### config.mk
export PLATFORM = sky130hd
export DESIGN_NAME = iob_plic_claim_ctrl_flat
export DESIGN_NICKNAME = d
export VERILOG_FILES = /design/src/rtl/iob_plic_claim_ctrl_if.sv /design/src/rtl/iob_plic_claim_ctrl.sv /design/src/flat_wrapper.sv
export SDC_FILE = /design/constraint.sdc
export NUM_CORES = 1
export LEC_CHECK = 0
export ABC_AREA = 1
export CAP_MARGIN = 40
export CORE_MARGIN = 5
export CORE_UTILIZATION = 45
export CTS_BUF_LIST = sky130_fd_sc_hd__clkbuf_8
export CTS_CLUSTER_DIAMETER = 120
export DETAILED_ROUTE_END_ITERATION = 10
export HOLD_SLACK_MARGIN = 0.08
export PLACE_DENSITY = 0.95
export SLEW_MARGIN = 20
export SYNTH_ARGS = -nofsm -noshare
export SYNTH_HDL_FRONTEND = slang
export SYNTH_SLANG_ARGS = --single-unit
### constraint.sdc
create_clock -name clk_i -period 1.9 [get_ports clk_i]
set_input_delay 0.285 -clock clk_i [delete_from_list [all_inputs] [get_ports clk_i]]
set_output_delay 0.285 -clock clk_i [all_outputs]
set_load 0.01 [all_outputs]
### src/rtl/iob_plic_claim_ctrl_if.sv
// IOb manager-side bus bundle for the PLIC claim/complete controller.
// master = requester (drives avalid/addr/wdata/wstrb), slave = subordinate.
interface iob_plic_claim_ctrl_if #(
    parameter int ADDR_W = 16,
    parameter int DATA_W = 32
);
    logic                  avalid;
    logic [ADDR_W-1:0]     addr;
    logic [DATA_W-1:0]     wdata;
    logic [DATA_W/8-1:0]   wstrb;
    logic                  rvalid;
    logic [DATA_W-1:0]     rdata;
    logic                  ready;

    modport master (
        output avalid, addr, wdata, wstrb,
        input  rvalid, rdata, ready
    );

    modport slave (
        input  avalid, addr, wdata, wstrb,
        output rvalid, rdata, ready
    );
endinterface

### src/rtl/iob_plic_claim_ctrl.sv
// Hart-side PLIC claim/complete manager: claim ID over IOb, hand it to local
// service, then write it back. Optional claim timeout: IOB_PLIC_CLAIM_TIMEOUT_EN.
module iob_plic_claim_ctrl #(
    parameter int              ADDR_W         = 16,
    parameter int              DATA_W         = 32,
    parameter int              ID_W           = 8,
    parameter logic [ADDR_W-1:0] CLAIM_ADDR   = 16'h0204,
    parameter int              TIMEOUT_CYCLES = 255
) (
    input  logic                 clk_i,
    input  logic                 arst_i,
    input  logic                 cke_i,
    input  logic                 enable_i,
    input  logic                 meip_i,
    iob_plic_claim_ctrl_if.master iob,
    output logic                 irq_valid_o,
    output logic [ID_W-1:0]      irq_id_o,
    input  logic                 irq_done_i,
    output logic [7:0]           spurious_cnt_o,
    output logic                 busy_o
`ifdef IOB_PLIC_CLAIM_TIMEOUT_EN
    ,
    output logic                 err_o
`endif
);

    typedef enum logic [2:0] {
        IDLE,
        CLAIM_REQ,
        CLAIM_WAIT,
        SERVICE,
        CMPL_REQ
    } state_t;

    state_t                state_q, state_d;
    logic [ID_W-1:0]       id_q, id_d;
    logic [7:0]            spur_q, spur_d;
    logic                  avalid_q, avalid_d;
    logic [ADDR_W-1:0]     addr_q, addr_d;
    logic [DATA_W-1:0]     wdata_q, wdata_d;
    logic [DATA_W/8-1:0]   wstrb_q, wstrb_d;
    logic                  irq_valid_q, irq_valid_d;
    logic [ID_W-1:0]       irq_id_q, irq_id_d;
    logic                  busy_q, busy_d;

    logic [ID_W-1:0]       rid;
    logic                  unused_rdata;

    assign rid          = iob.rdata[ID_W-1:0];
    assign unused_rdata = ^iob.rdata[DATA_W-1:ID_W];

`ifdef IOB_PLIC_CLAIM_TIMEOUT_EN
    localparam logic [7:0] TMO_LAST = 8'(TIMEOUT_CYCLES - 1);
    logic [7:0]            tmo_q, tmo_d;
    logic                  err_q, err_d;
`else
    localparam int unused_tmo = TIMEOUT_CYCLES;
`endif

    always_comb begin
        state_d = state_q;
        id_d    = id_q;
        spur_d  = spur_q;
`ifdef IOB_PLIC_CLAIM_TIMEOUT_EN
        tmo_d   = tmo_q;
        err_d   = 1'b0;
`endif
        unique case (state_q)
            IDLE: begin
                if (meip_i && enable_i) state_d = CLAIM_REQ;
            end
            CLAIM_REQ: begin
                if (iob.ready) begin
                    state_d = CLAIM_WAIT;
`ifdef IOB_PLIC_CLAIM_TIMEOUT_EN
                    tmo_d   = 8'd0;
`endif
                end
            end
            CLAIM_WAIT: begin
                if (iob.rvalid) begin
                    if (rid != '0) begin
                        id_d    = rid;
                        state_d = SERVICE;
                    end else begin
                        if (spur_q != 8'hFF) spur_d = spur_q + 8'd1;
                        state_d = IDLE;
                    end
                end
`ifdef IOB_PLIC_CLAIM_TIMEOUT_EN
                else if (tmo_q == TMO_LAST) begin
                    state_d = IDLE;
                    err_d   = 1'b1;
                end else begin
                    tmo_d = tmo_q + 8'd1;
                end
`endif
            end
            SERVICE: begin
                if (irq_done_i) state_d = CMPL_REQ;
            end
            CMPL_REQ: begin
                if (iob.ready) state_d = IDLE;
            end
            default: state_d = IDLE;
        endcase
    end

    // Outputs are decoded from the next state so they come straight off flops.
    always_comb begin
        avalid_d    = (state_d == CLAIM_REQ) || (state_d == CMPL_REQ);
        addr_d      = avalid_d ? CLAIM_ADDR : '0;
        wdata_d     = (state_d == CMPL_REQ) ? DATA_W'(id_d) : '0;
        wstrb_d     = (state_d == CMPL_REQ) ? '1 : '0;
        irq_valid_d = (state_d == SERVICE);
        irq_id_d    = (state_d == SERVICE) ? id_d : '0;
        busy_d      = (state_d != IDLE);
    end

    always_ff @(posedge clk_i) begin
        if (arst_i) begin
            state_q     <= IDLE;
            id_q        <= '0;
            spur_q      <= '0;
            avalid_q    <= 1'b0;
            addr_q      <= '0;
            wdata_q     <= '0;
            wstrb_q     <= '0;
            irq_valid_q <= 1'b0;
            irq_id_q    <= '0;
            busy_q      <= 1'b0;
        end else if (cke_i) begin
            state_q     <= state_d;
            id_q        <= id_d;
            spur_q      <= spur_d;
            avalid_q    <= avalid_d;
            addr_q      <= addr_d;
            wdata_q     <= wdata_d;
            wstrb_q     <= wstrb_d;
            irq_valid_q <= irq_valid_d;
            irq_id_q    <= irq_id_d;
            busy_q      <= busy_d;
        end
    end

`ifdef IOB_PLIC_CLAIM_TIMEOUT_EN
    always_ff @(posedge clk_i) begin
        if (arst_i) begin
            tmo_q <= '0;
            err_q <= 1'b0;
        end else if (cke_i) begin
            tmo_q <= tmo_d;
            err_q <= err_d;
        end
    end

    assign err_o = err_q;
`endif

    assign iob.avalid     = avalid_q;
    assign iob.addr       = addr_q;
    assign iob.wdata      = wdata_q;
    assign iob.wstrb      = wstrb_q;
    assign irq_valid_o    = irq_valid_q;
    assign irq_id_o       = irq_id_q;
    assign spurious_cnt_o = spur_q;
    assign busy_o         = busy_q;

endmodule

### src/flat_wrapper.sv
// flat-port wrapper written by rule: the top's interface ports become plain ports
module iob_plic_claim_ctrl_flat 
#(
    parameter int              ADDR_W         = 16,
    parameter int              DATA_W         = 32,
    parameter int              ID_W           = 8,
    parameter logic [ADDR_W-1:0] CLAIM_ADDR   = 16'h0204,
    parameter int              TIMEOUT_CYCLES = 255
)
  (clk_i, arst_i, cke_i, enable_i, meip_i, irq_valid_o, irq_id_o, irq_done_i, spurious_cnt_o, busy_o, iob_avalid, iob_addr, iob_wdata, iob_wstrb, iob_rvalid, iob_rdata, iob_ready);
  iob_plic_claim_ctrl_if #(.ADDR_W(ADDR_W), .DATA_W(DATA_W)) iob_i ();
  input  logic clk_i;
  input  logic arst_i;
  input  logic cke_i;
  input  logic enable_i;
  input  logic meip_i;
  output logic irq_valid_o;
  output logic [ID_W-1:0] irq_id_o;
  input  logic irq_done_i;
  output logic [7:0] spurious_cnt_o;
  output logic busy_o;
  output wire logic [$bits(iob_i.avalid)-1:0] iob_avalid;
  output wire logic [$bits(iob_i.addr)-1:0] iob_addr;
  output wire logic [$bits(iob_i.wdata)-1:0] iob_wdata;
  output wire logic [$bits(iob_i.wstrb)-1:0] iob_wstrb;
  input wire logic [$bits(iob_i.rvalid)-1:0] iob_rvalid;
  input wire logic [$bits(iob_i.rdata)-1:0] iob_rdata;
  input wire logic [$bits(iob_i.ready)-1:0] iob_ready;
  assign iob_avalid = iob_i.avalid;
  assign iob_addr = iob_i.addr;
  assign iob_wdata = iob_i.wdata;
  assign iob_wstrb = iob_i.wstrb;
  assign iob_i.rvalid = iob_rvalid;
  assign iob_i.rdata = iob_rdata;
  assign iob_i.ready = iob_ready;
  iob_plic_claim_ctrl #(.ADDR_W(ADDR_W), .DATA_W(DATA_W), .ID_W(ID_W), .CLAIM_ADDR(CLAIM_ADDR), .TIMEOUT_CYCLES(TIMEOUT_CYCLES)) u_core (.clk_i(clk_i), .arst_i(arst_i), .cke_i(cke_i), .enable_i(enable_i), .meip_i(meip_i), .iob(iob_i), .irq_valid_o(irq_valid_o), .irq_id_o(irq_id_o), .irq_done_i(irq_done_i), .spurious_cnt_o(spurious_cnt_o), .busy_o(busy_o));
endmodule
==> impl_metrics.tcl <==
set metrics [dict create \
    post_cts_resized 0 \
    cts_tree "built" \
    highest_layer "met4" \
    diodes 0 \
    wl_mm 4.98 \
    cp_max_fo 6 \
    post-route-period-util_pct 84.0 \
    status "finished clean" \
    cpPeakStageDelay_ns 0.58 \
    synth_edf_count 0 \
    synth-async-reset-ratio_pct 0 \
    cp_num_buf_inv 1 \
    grt_util_all_layers_pct 16.1 \
    dr_wl_met3_um 475 \
    clk_latency_ns 0.30 \
    worst_path_max_delay_cell "clkdlybuf4s50_1" \
    dieArea_um2 6370 \
    layout_commonest_cell "nand2_1" \
    drive_above_1_share_pct 7.77 \
    setup_tns_ns 0 \
    drv_cap 0 \
    yosys_most_used_dff "dfxtp_1" \
    wire_per_inst_um 11.3 \
    wl_met2_mm 2.40 \
    slew_viol_final 0 \
    synthCells 323 \
    grt_pass1_vias 1883 \
    worstSetupEndpointType "primary output" \
    rows 25 \
    die_y_um 79.8 \
    ys_types 28 \
    grt_first_pass_wirelength_mm 8.11 \
    finalWeightedCongestion 0.838 \
    peakVddDrop_uv 467 \
    power.leakage_nw 1.39 \
    via_count 2005 \
    required_ns 1.62 \
    holdCritPathClass "reg -> reg" \
    setup_violations 0 \
    grt_max_degree 18 \
    drt-initial-drc-count 118 \
    htree_num_levels 2 \
    drc 0 \
    grt_setup_unrepaired "no" \
    num_io_pins 111 \
    dp_hpwl_mm 3.75 \
    grt_remaining_overflow 0 \
    detail-route-antenna-nets 0 \
    final_cell_mix "nand2_1, clkdlybuf4s50_1, inv_1, dfxtp_1, conb_1" \
    wl_met1_mm 2.01 \
    portBuffers 48 \
    yosysSeqAreaShare_pct 35.6 \
    fin_skew_ns 0.00875 \
    clock-root-buffer "clkbuf_8" \
    ys_seq_elements 39 \
    fin_crit_ns 1.60 \
    yosysWarnings 0 \
    crit_family "buffers and inverters" \
    crit_arrival_ns 1.31 \
    clk_path_buf_depth 2 \
    postCtsHoldBufs 0 \
    crit_chain "clkdlybuf4s50_1" \
    antenna_found_initial 0 \
    crit_path_start_kind "flop" \
    syn_avg_cell_area_um2 6.79 \
    die_x_um 79.8 \
    timing.fmax_ghz 0.627 \
    vias_per_cell 4.56 \
    power_density_nw_per_um2 623 \
    areaGrowthSynthToFinish_pct 22.6 \
    syn_area_um2 2190 \
    fin_nets 413 \
    whs_ns 0.484 \
    start_util_pct 46.5 \
    core_area_um2 4720 \
    cts.clk_slew.worst_paths_ns 0.08 \
    cts_buffers 5 \
    crit_type "reg -> out" \
    first_pass_iters 4 \
    clock_sinks 39 \
    finalHoldViolCount 0 \
    cts_setup_buffers 0 \
]
## worst paths after layout
check	start	endpoint	slack, ns	cells after the start
worst min register to register	u_core.irq_valid_o$_SDFFE_PP0P_	u_core.irq_valid_o$_SDFFE_PP0P_	0.48	2
worst max-delay path	u_core.spurious_cnt_o[2]$_SDFFE_PP0P_	spurious_cnt_o[2]	0.30	1
worst max register to register	u_core.spurious_cnt_o[0]$_SDFFE_PP0P_	u_core.spurious_cnt_o[5]$_SDFFE_PP0P_	0.39	5
worst min-delay path	u_core.irq_valid_o$_SDFFE_PP0P_	u_core.irq_valid_o$_SDFFE_PP0P_	0.48	2
## power by group
part           internal, W  switching [W]  total (W)  leakage (nW)
Combinational    0.0000896       0.000139   0.000228          1.02
Sequential        0.000834      0.0000134   0.000847         0.316
Clock             0.000296       0.000303   0.000599        0.0474
Total              0.00122       0.000455    0.00167          1.39
## synthesized netlist by cell type (all sizes together) (2+ instances only)
library cell | count | area (um^2)
buf | 47 | 344
nand3 | 30 | 155
dfxtp | 39 | 781
inv | 44 | 165
o21ai | 10 | 53.8
clkbuf | 2 | 7.51
nand2 | 89 | 352
nor3 | 4 | 31.3
xor2 | 4 | 35.0
nor2 | 28 | 120
a21oi | 19 | 95.1
## registers in the layout, indices dropped and copies added, names as in the netlist
name,flops
u_core.busy_o,1
u_core.id_q,8
u_core.iob.addr,1
u_core.iob.wdata,8
u_core.iob.wstrb,1
u_core.irq_id_o,8
u_core.irq_valid_o,1
u_core.spurious_cnt_o,8
u_core.state_q,3
## layer usage
| metal | global-route usage (%) | vias up |
|---|---|---|
| li1 | - | 1011 |
| met1 | 17.1 | 893 |
| met2 | 28.9 | 89 |
| met3 | 5.87 | 12 |
| met4 | 5.74 | 0 |
| met5 | 0 | - |
## stage by stage
stage | setup WS [ns] | std cells | utilization [%] | power [W] | instance area (um^2)
after global placement | 0.124 | 432 | 54.9 | 0.00108 | 2590
after floorplan | 0.597 | 360 | - | 0.00106 | 2330
after global routing | 0.190 | 440 | 57.0 | 0.00175 | 2690
after CTS | 0.288 | 440 | 57.0 | 0.00168 | 2690
final | 0.304 | 440 | 57.0 | 0.00167 | 2690
after detailed placement | 0.0734 | 432 | 54.9 | 0.00109 | 2590
## logic make-up (layout without fill, tap and decap cells)
kind of cell               count (synthesis)  in the layout  share of synthesized area, %
other                                      1             38                         0.171
and+or+nand+nor                          153            153                          30.9
xor gates and xnor gates                   5              5                          2.00
AOI/OAI and AO/OA                         30             30                          7.07
buffers and inverters                     94            107                          23.7
DFF                                       39             39                          35.6
adders and majority gates                  1              1                         0.570
## layout make-up
class / instances / area, um^2
clock buffers: 6 / 82.6
clock inverters: 2 / 16.3
fillers: 428 / 2030
multi-input cells: 227 / 1030
flip-flops and latches: 39 / 781
repair buffers: 54 / 526
well taps: 67 / 83.8
inverters: 45 / 169
Power figures use the tool's default switching activity.
